File: config.mk
export PLATFORM = sky130hd
export DESIGN_NAME = getir_denetleyici
export DESIGN_NICKNAME = d
export VERILOG_FILES = /design/src/rtl/getir_paket.sv /design/src/rtl/getir_sayaclari.sv /design/src/rtl/getir_denetleyici.sv
export SDC_FILE = /design/constraint.sdc
export NUM_CORES = 1
export LEC_CHECK = 0
export ABC_AREA = 1
export BUFFER_PORTS_ARGS = -buffer_cell sky130_fd_sc_hd__buf_2
export CORE_ASPECT_RATIO = 1.75
export CORE_MARGIN = 1
export CORE_UTILIZATION = 62
export CTS_BUF_LIST = sky130_fd_sc_hd__clkbuf_16
export DETAILED_ROUTE_END_ITERATION = 8
export PLACE_DENSITY = 0.85
export SLEW_MARGIN = 20
export SYNTH_ARGS = -nofsm -noshare
export SYNTH_HDL_FRONTEND = slang
export SYNTH_SLANG_ARGS = --single-unit
File: constraint.sdc
create_clock -name clk_i -period 3.4 [get_ports clk_i]
set_input_delay 0.85 -clock clk_i [delete_from_list [all_inputs] [get_ports clk_i]]
set_output_delay 0.85 -clock clk_i [all_outputs]
set_load 0.01 [all_outputs]
File: src/rtl/getir_paket.sv
// getir_paket: shared definitions for the fetch-stage controller.
//   - getir_durum_e        : controller states (SIFIR, ISTE, TUT, IPTAL)
//   - NOP_BUYRUK           : bubble instruction, addi x0,x0,0
//   - BASLANGIC_ADRES_VARS : default PC after reset
//   - sunum_t              : one presented {instruction, valid, pc} triple
//   - hizala()             : clears the two low address bits of a redirect target
package getir_paket;

  typedef enum logic [1:0] {
    SIFIR = 2'd0,
    ISTE  = 2'd1,
    TUT   = 2'd2,
    IPTAL = 2'd3
  } getir_durum_e;

  localparam logic [31:0] NOP_BUYRUK           = 32'h0000_0013;
  localparam logic [31:0] BASLANGIC_ADRES_VARS = 32'h0000_0000;

  typedef struct packed {
    logic [31:0] buyruk;
    logic        gecerli;
    logic [31:0] ps;
  } sunum_t;

  function automatic logic [31:0] hizala(input logic [31:0] adres);
    return {adres[31:2], 2'b00};
  endfunction

endpackage

File: src/rtl/getir_sayaclari.sv
// getir_sayaclari: stall and flush event counters for the fetch controller.
// Ports:
//   clk_i, rst_i    : clock, synchronous active-high reset
//   durdur_i        : decode stall, counted every cycle it is high
//   dallan_i        : redirect/flush, counted every cycle it is high
//   durdur_sayac_o  : number of stall cycles, wraps at 2^32
//   iptal_sayac_o   : number of flush cycles, wraps at 2^32
module getir_sayaclari (
  input  logic        clk_i,
  input  logic        rst_i,
  input  logic        durdur_i,
  input  logic        dallan_i,
  output logic [31:0] durdur_sayac_o,
  output logic [31:0] iptal_sayac_o
);

  logic [31:0] durdur_q, durdur_d;
  logic [31:0] iptal_q, iptal_d;

  always_comb begin
    durdur_d = durdur_q + {31'd0, durdur_i};
    iptal_d  = iptal_q + {31'd0, dallan_i};
  end

  always_ff @(posedge clk_i) begin
    if (rst_i) begin
      durdur_q <= 32'd0;
      iptal_q  <= 32'd0;
    end else begin
      durdur_q <= durdur_d;
      iptal_q  <= iptal_d;
    end
  end

  assign durdur_sayac_o = durdur_q;
  assign iptal_sayac_o  = iptal_q;

endmodule

File: src/rtl/getir_denetleyici.sv
// getir_denetleyici: fetch-stage controller feeding the fetch/decode register.
// Owns the PC, runs a single-outstanding request handshake to instruction
// memory and produces the next value of the gc register every cycle. Stalls
// re-present the last value, flushes present a NOP, and one response that
// lands during a stall is buffered until the stall releases.
// Ports:
//   clk_i, rst_i                     : clock, synchronous active-high reset
//   bellek_istek_o / bellek_adres_o  : memory request valid / address
//   bellek_hazir_i / bellek_buyruk_i : memory response valid / data
//   durdur_i                         : decode stall
//   dallan_i / dallan_adres_i        : redirect and its target
//   buyruk_o / buyruk_gecerli_o / ps_o : gc register next value, valid, pc
// Optional feature: define GETIR_SAYAC_EN to add durdur_sayac_o and
// iptal_sayac_o (stall / flush cycle counters).
module getir_denetleyici
  import getir_paket::*;
#(
  parameter logic [31:0] BASLANGIC_ADRES = BASLANGIC_ADRES_VARS
) (
  input  logic        clk_i,
  input  logic        rst_i,
  output logic        bellek_istek_o,
  output logic [31:0] bellek_adres_o,
  input  logic        bellek_hazir_i,
  input  logic [31:0] bellek_buyruk_i,
  input  logic        durdur_i,
  input  logic        dallan_i,
  input  logic [31:0] dallan_adres_i,
  output logic [31:0] buyruk_o,
  output logic        buyruk_gecerli_o,
  output logic [31:0] ps_o
`ifdef GETIR_SAYAC_EN
  ,
  output logic [31:0] durdur_sayac_o,
  output logic [31:0] iptal_sayac_o
`endif
);

  getir_durum_e durum_q, durum_d;
  logic [31:0]  ps_q, ps_d;
  logic [31:0]  hedef_q, hedef_d;
  sunum_t       son_q;
  sunum_t       tampon_q, tampon_d;
  sunum_t       sunum;
  logic [31:0]  ps_arti4;
  logic [31:0]  dal_hedef;

  assign ps_arti4  = ps_q + 32'd4;
  assign dal_hedef = hizala(dallan_adres_i);

  always_comb begin
    durum_d        = durum_q;
    ps_d           = ps_q;
    hedef_d        = hedef_q;
    tampon_d       = tampon_q;
    bellek_istek_o = 1'b0;
    sunum          = '{buyruk: NOP_BUYRUK, gecerli: 1'b0, ps: ps_q};

    unique case (durum_q)
      SIFIR: begin
        // Any late response from a request abandoned by reset is ignored here.
        durum_d = ISTE;
      end

      ISTE: begin
        bellek_istek_o = 1'b1;
        if (dallan_i) begin
          if (bellek_hazir_i) begin
            ps_d = dal_hedef;
          end else begin
            // Request must stay on the bus at the old address until it completes.
            hedef_d = dal_hedef;
            durum_d = IPTAL;
          end
        end else if (bellek_hazir_i) begin
          ps_d = ps_arti4;
          if (durdur_i) begin
            tampon_d = '{buyruk: bellek_buyruk_i, gecerli: 1'b1, ps: ps_q};
            sunum    = son_q;
            durum_d  = TUT;
          end else begin
            sunum = '{buyruk: bellek_buyruk_i, gecerli: 1'b1, ps: ps_q};
          end
        end else if (durdur_i) begin
          sunum = son_q;
        end
      end

      TUT: begin
        if (dallan_i) begin
          ps_d    = dal_hedef;
          durum_d = ISTE;
        end else if (durdur_i) begin
          sunum = son_q;
        end else begin
          sunum   = tampon_q;
          durum_d = ISTE;
        end
      end

      IPTAL: begin
        bellek_istek_o = 1'b1;
        if (dallan_i) begin
          hedef_d = dal_hedef;
        end
        if (bellek_hazir_i) begin
          // A redirect in the completing cycle is the newest target.
          ps_d    = dallan_i ? dal_hedef : hedef_q;
          durum_d = ISTE;
        end
      end

      default: durum_d = SIFIR;
    endcase

    // Reset overrides everything combinationally so an in-flight request drops at once.
    if (rst_i) begin
      bellek_istek_o = 1'b0;
      sunum          = '{buyruk: NOP_BUYRUK, gecerli: 1'b0, ps: BASLANGIC_ADRES};
    end
  end

  always_ff @(posedge clk_i) begin
    if (rst_i) begin
      durum_q  <= SIFIR;
      ps_q     <= BASLANGIC_ADRES;
      hedef_q  <= BASLANGIC_ADRES;
      son_q    <= '{buyruk: NOP_BUYRUK, gecerli: 1'b0, ps: BASLANGIC_ADRES};
      tampon_q <= '{buyruk: NOP_BUYRUK, gecerli: 1'b0, ps: BASLANGIC_ADRES};
    end else begin
      durum_q  <= durum_d;
      ps_q     <= ps_d;
      hedef_q  <= hedef_d;
      son_q    <= sunum;
      tampon_q <= tampon_d;
    end
  end

  assign bellek_adres_o   = rst_i ? BASLANGIC_ADRES : ps_q;
  assign buyruk_o         = sunum.buyruk;
  assign buyruk_gecerli_o = sunum.gecerli;
  assign ps_o             = sunum.ps;

`ifdef GETIR_SAYAC_EN
  getir_sayaclari u_sayaclar (
    .clk_i          (clk_i),
    .rst_i          (rst_i),
    .durdur_i       (durdur_i),
    .dallan_i       (dallan_i),
    .durdur_sayac_o (durdur_sayac_o),
    .iptal_sayac_o  (iptal_sayac_o)
  );
`endif

endmodule
==> results of run 1 <==
per-stage QoR:
stage | cell area, sq um | utilization
after global routing | 12430 | 0.7336
after global placement | 11840 | 0.6988
after CTS | 12420 | 0.7327
after detailed placement | 11840 | 0.6988
final | 12430 | 0.7336
after floorplan | 10770 | -
synthesized netlist by cell type:
cell,count,share of area
sky130_fd_sc_hd__o21ai_0,135,0.063
sky130_fd_sc_hd__buf_4,6,0.0042
sky130_fd_sc_hd__o211ai_1,10,0.0070
sky130_fd_sc_hd__o22a_1,34,0.028
sky130_fd_sc_hd__o21a_1,58,0.040
sky130_fd_sc_hd__and2_1,2,0.0012
sky130_fd_sc_hd__xor2_1,4,0.0033
sky130_fd_sc_hd__a21oi_1,271,0.13
sky130_fd_sc_hd__o21ai_2,1,0.00081
sky130_fd_sc_hd__nor2_1,165,0.058
sky130_fd_sc_hd__inv_2,7,0.0024
sky130_fd_sc_hd__inv_1,75,0.026
sky130_fd_sc_hd__o31ai_1,1,0.00070
sky130_fd_sc_hd__nor3_4,2,0.0030
sky130_fd_sc_hd__nand2_1,388,0.14
sky130_fd_sc_hd__clkinv_1,1,0.00035
sky130_fd_sc_hd__a31oi_1,21,0.012
sky130_fd_sc_hd__nor2_2,5,0.0029
sky130_fd_sc_hd__buf_2,37,0.017
sky130_fd_sc_hd__a211oi_1,9,0.0063
sky130_fd_sc_hd__clkbuf_1,61,0.021
sky130_fd_sc_hd__a211oi_2,10,0.012
sky130_fd_sc_hd__nand3_1,37,0.017
sky130_fd_sc_hd__nand2_2,1,0.00058
sky130_fd_sc_hd__o221ai_1,17,0.014
sky130_fd_sc_hd__dfxtp_1,196,0.36
sky130_fd_sc_hd__nor2_4,5,0.0052
sky130_fd_sc_hd__o21ai_1,36,0.017
sky130_fd_sc_hd__buf_1,8,0.0028
sky130_fd_sc_hd__ha_1,5,0.0058
sky130_fd_sc_hd__buf_6,2,0.0021
sky130_fd_sc_hd__o22ai_1,2,0.0012
worst max-delay path, cell delays in order:
cell                      delay (ps)
sky130_fd_sc_hd__buf_2           190
sky130_fd_sc_hd__inv_2            80
sky130_fd_sc_hd__nor2_4          220
sky130_fd_sc_hd__buf_4           290
sky130_fd_sc_hd__nand2_1         110
sky130_fd_sc_hd__o21ai_0         100
sky130_fd_sc_hd__a21oi_1         110
sky130_fd_sc_hd__a21oi_1         260
sky130_fd_sc_hd__buf_2           190
cell type report:
class | instances | area, sq um
multi-input combinational | 1219 | 6050
fill | 1453 | 4516
sequential | 196 | 3924
timing repair buffer | 216 | 1286
clock buffer | 17 | 425.4
inverter | 83 | 314.1
tap | 227 | 284.0
clock inverter | 15 | 148.9
worst paths after layout:
path | start | end | cells after the start | slack (ps)
worst max-delay path | durdur_i | ps_o[18] | 9 | 140
worst min-delay path | hedef_q[1]$_SDFFE_PP0P_ | hedef_q[1]$_SDFFE_PP0P_ | 2 | 470
worst max register to register | durum_q[1]$_SDFFE_PP0P_ | hedef_q[25]$_SDFFE_PP0P_ | 10 | 830
worst min register to register | hedef_q[1]$_SDFFE_PP0P_ | hedef_q[1]$_SDFFE_PP0P_ | 2 | 470
registers in the layout, summed over array words and instances, names as in the netlist:
register,count
son_q,65
tampon_q,65
hedef_q,32
ps_q,32
durum_q,2
power groups by stage:
stage / Combinational, uW / Sequential [uW] / Clock [uW]
after global routing: 2740 / 2980 / 2110
after floorplan: 1720 / 2890 / 0
after CTS: 2450 / 2930 / 2010
after global placement: 2360 / 2960 / 0
after detailed placement: 2430 / 2980 / 0
final: 2490 / 2940 / 2000
layer usage:
metal | part of all wire | up-vias | track usage
met1 | 0.37 | 5469 | 0.3930
met3 | 0.070 | 111 | 0.07086
met4 | 0.046 | 0 | 0.2162
li1 | - | 5715 | -
met5 | 0 | - | 0
met2 | 0.51 | 493 | 0.6289
cell families (layout without fill, tap and decap cells):
logic type | count (synthesis) | count (layout)
AOI/OAI and AO/OA | 605 | 605
xor gates and xnor gates | 4 | 4
adders and majority gates | 5 | 5
buffers and inverters | 197 | 331
DFF | 196 | 196
and+or+nand+nor | 605 | 605
==> results.cfg, run 1 <==
[global_routing]
pin_count_of_the_biggest_net_entering_global_routing = 70
grt_usage = 0.3597
grt_pass1_vias = 11030
initial_antenna_violation_count = 0
global_route_wire_length_before_repair_microns = 51420
grt-ovfl-total = 0

[flow_run]
maxCapViolations = 0

[sta]
final.period_utilization = 0.9595
max-slew-margin-rel = 0.5690
finClkSkew_ps = 11.16
fmax_ghz = 0.3065
post_route_worst_hold_slack_ps = 469.0
finalMaxSlewViolations = 0
post-route-worst-setup-slack_ps = 137.7
layout_min_cycle_time_ps = 3262
setup_repair_after_global_routing_missed_its_margin = false
setup_viol = 0
worst_slew_pin_slew_ps = 646.5
fin_tns_setup_ps = 0
timing.final.hold_violations = 0

[power]
vdd_drop_max_mv = 0.3627
cellPowerDensity_mw_per_mm2 = 598.1
power.share.sequential = 0.396
switching_power_uw = 2867
power.total_uw = 7435
internal_power_contribution_uw = 4569
power_frac_comb = 0.335
sw_share = 0.3855
cellLeakagePower_uw = 0.005180
clockPowerShare = 0.269

[worst_setup_path]
worstPathArrival_ps = 2410
path_max_fanout = 21
crit_required_ps = 2550
cp-start-kind = primary input
worstSetupEndpointType = primary output
timing_worst_setup_path_type = primary input to primary output

[yosys]
syn-mean-instance-area_sq_um = 6.679
yosys.area_share.simple = 0.2229
combinational_family_with_the_most_area_after_synthesis = compound AO/OA/AOI/OAI gates
yosys.cell_types.count = 32
fraction_of_the_mapped_netlist_area_in_compound_gates = 0.3271
post_synth_inst_count = 1612
proportion_of_synthesized_area_in_mux_cells = 0
synth_nets = 1686
synthAdderAreaFrac = 0.005811
yosysSeqAreaShare = 0.3644
synth_area_sq_mm = 0.01077
number_of_register_bits_inferred_by_synthesis = 196
yosys.area_share.xor_xnor = 0.003254
ys.warnings.count = 0

[cts]
worst_setup_hold_path_clk_slew_ps = 70
cts_htree_levels = 4
post_cts.repair.setup_buffers = 0
tritoncts.num_buffers = 17
cts_sinks = 196
ctsRootBufferMaster = sky130_fd_sc_hd__clkbuf_16
cts_buffer_depth = 2
postCtsHoldBufs = 0
tritoncts = yes
post_cts_sizing_count = 0
worstSkewPairLatency_ps = 440

[finish]
flow.area_growth_from_synthesis_pct = 15.47
layout_common_cells = sky130_fd_sc_hd__nand2_1, sky130_fd_sc_hd__a21oi_1, sky130_fd_sc_hd__dfxtp_1
nets = 1807
diodes = 0
fin_cells = 1973
layout-drive-gt1-share = 0.1621
final_common_cell = sky130_fd_sc_hd__nand2_1

[detailed_routing]
detail-route-antenna-nets = 0
route.vias.total = 11790
number_of_drc_violations_after_detailed_routing_iteration_0 = 790
postRouteWirelength_microns = 32200
detail_route.first_pass.iterations = 5
remaining_drc_errors = 0
wl_per_cell_microns = 16.32
routed_via_density = 5.975

[floorplan]
boundary_pins = 167
floorplan.initialDensity = 0.6353
die-height_microns = 176.3
placementRows = 63
die_area_sq_mm = 0.01792
core_outline_area_sq_mm = 0.01695
die_extent_in_x_microns = 101.6

[placement]
finalWeightedCongestion = 1.053
dpl.hpwl_microns = 22120
io_buffers = 164
number_of_cells_in_the_design_after_placement = 1941
dpl_worst_slack_ps = 156.7

[status]
run_status = finished clean

[min_path]
min-delay-path-class = flip-flop to flip-flop
Note: power is estimated with default switching activity, not from simulation.
==> inputs of run 2 (changes only) <==
CTS_BUF_LIST = unset   (was sky130_fd_sc_hd__clkbuf_16)
==> results.cfg, run 2 (synthesis results as in run 1) <==
[cts]
post_cts_sizing_count = 0
worstSkewPairLatency_ps = 440
post_cts.repair.setup_buffers = 0
tritoncts.num_buffers = 17
worst_setup_hold_path_clk_slew_ps = 70
cts_buffer_depth = 2
ctsRootBufferMaster = sky130_fd_sc_hd__clkbuf_16
cts_htree_levels = 4
postCtsHoldBufs = 0
tritoncts = yes
cts_sinks = 196

[power]
cellLeakagePower_uw = 0.005181
cellPowerDensity_mw_per_mm2 = 599.9
vdd_drop_max_mv = 0.3297
power.total_uw = 7464

[placement]
finalWeightedCongestion = 1.053
io_buffers = 164
dpl.hpwl_microns = 22120
detailed_place.area_sq_mm = 0.01184

[min_path]
min_delay_worst_endpoint = tampon_q[34]$_SDFFE_PP1P_
whs_path_depth = 2
min-delay-path-class = flip-flop to flip-flop
hp-start = tampon_q[34]$_SDFFE_PP1P_

[finish]
largest_registers = son_q x65, tampon_q x65
nets = 1807
final_common_cell = sky130_fd_sc_hd__nand2_1
finalInstanceArea_sq_mm = 0.01244
layout-drive-gt1-share = 0.1627
layout_common_cells = sky130_fd_sc_hd__nand2_1, sky130_fd_sc_hd__a21oi_1, sky130_fd_sc_hd__dfxtp_1
finalCoreUtilization = 0.7341
fillers = 1453
flow.area_growth_from_synthesis_pct = 15.56
diodes = 0

[sta]
layout_min_cycle_time_ps = 3285
fin_tns_setup_ps = 0
final.period_utilization = 0.9662
setup_viol = 0
finalMaxSlewViolations = 0
finClkSkew_ps = 10.70
fmax_ghz = 0.3044
post_route_worst_hold_slack_ps = 469.2
max-slew-margin-rel = 0.5662
timing.final.hold_violations = 0
worst_slew_pin_slew_ps = 650.7
setup_repair_after_global_routing_missed_its_margin = false

[worst_setup_path]
timing.reg2reg.worst_path_depth = 11
worstPathArrival_ps = 2440
timing_worst_setup_path_type = primary input to primary output
r2r_start = durum_q[1]$_SDFFE_PP0P_
path_max_fanout = 21
critical_path.startpoint = durdur_i
crit_required_ps = 2550
cp-start-kind = primary input
timing.reg2reg.setup_slack_ps = 820
worstReg2RegEnd = hedef_q[1]$_SDFFE_PP0P_
worstSetupEndpointType = primary output

[detailed_routing]
remaining_drc_errors = 0
detail-route-antenna-nets = 0
number_of_drc_violations_after_detailed_routing_iteration_0 = 775
detail_route.first_pass.iterations = 5
routed_via_density = 5.994
postRouteWirelength_microns = 32190
route.vias.total = 11830
wl_per_cell_microns = 16.32

[floorplan]
die_extent_in_x_microns = 101.6
die-height_microns = 176.3
core_outline_area_sq_mm = 0.01695
boundary_pins = 167
placementRows = 63
floorplan.initialDensity = 0.6353
die_area_sq_mm = 0.01792

[flow_run]
maxCapViolations = 0

[global_routing]
initial_antenna_violation_count = 0
global_route_wire_length_before_repair_microns = 51390
grt-ovfl-total = 0
pin_count_of_the_biggest_net_entering_global_routing = 70
grt_usage = 0.3597
grt_pass1_vias = 11040

[status]
run_status = finished clean
run 2: cell types whose count changed in the layout (fill, tap and decap cells not counted):
cell	delta
sky130_fd_sc_hd__clkbuf_1	+1
sky130_fd_sc_hd__clkbuf_8	+1
sky130_fd_sc_hd__clkinv_1	-1
sky130_fd_sc_hd__inv_1	-1
run 2: how the worst max path moves through the flow:
stage          slack (ps)  cells after the start           end
2_1_floorplan         600                      7      ps_o[17]
3_3_place_gp          170                      8      ps_o[28]
3_5_place_dp          160                      8      ps_o[28]
4_1_cts                70                      6      ps_o[12]
5_1_grt                20                      8  buyruk_o[24]
6_report              110                      9      ps_o[19]
run 2: layout make-up:
cell class	instances	area, sq um	area share
Tap cell	227	284.0	0.02283
Clock inverter	13	141.4	0.01136
Multi-Input combinational cell	1219	6050	0.4862
Inverter	83	314.1	0.02524
Timing Repair Buffer	216	1286	0.1034
Clock buffer	19	442.9	0.03560
Sequential cell	196	3924	0.3154
run 2: critical path: stages:
cell and delay, ps:
sky130_fd_sc_hd__buf_2 200, sky130_fd_sc_hd__inv_2 80, sky130_fd_sc_hd__nor2_4 220, sky130_fd_sc_hd__buf_4 290, sky130_fd_sc_hd__nand2_1 100, sky130_fd_sc_hd__o211ai_1 90, sky130_fd_sc_hd__nand2_1 90, sky130_fd_sc_hd__a21oi_1 310
sky130_fd_sc_hd__buf_2 200
run 2: power by group:
part           total, uW  leakage (uW)  internal, uW  switching, uW
clock network       2030      0.000278          1060            967
logic               2490       0.00330           867           1630
registers           2940       0.00160          2670            276
total               7460       0.00518          4590           2870
run 2: routing by layer:
layer	track usage	vias to the layer above	wire length, microns
li1	-	5730	-
met1	0.3932	5475	12100
met2	0.6264	510	16420
met3	0.06849	112	2165
met4	0.2246	0	1508
met5	0	-	0
run 2: metrics by stage:
stage | instances | setup slack, ps
floorplan | 1612 | 604.2
global placement | 1941 | 172.5
detailed placement | 1941 | 156.7
CTS | 1973 | 67.93
global route | 1973 | 21.98
finish | 1973 | 114.8
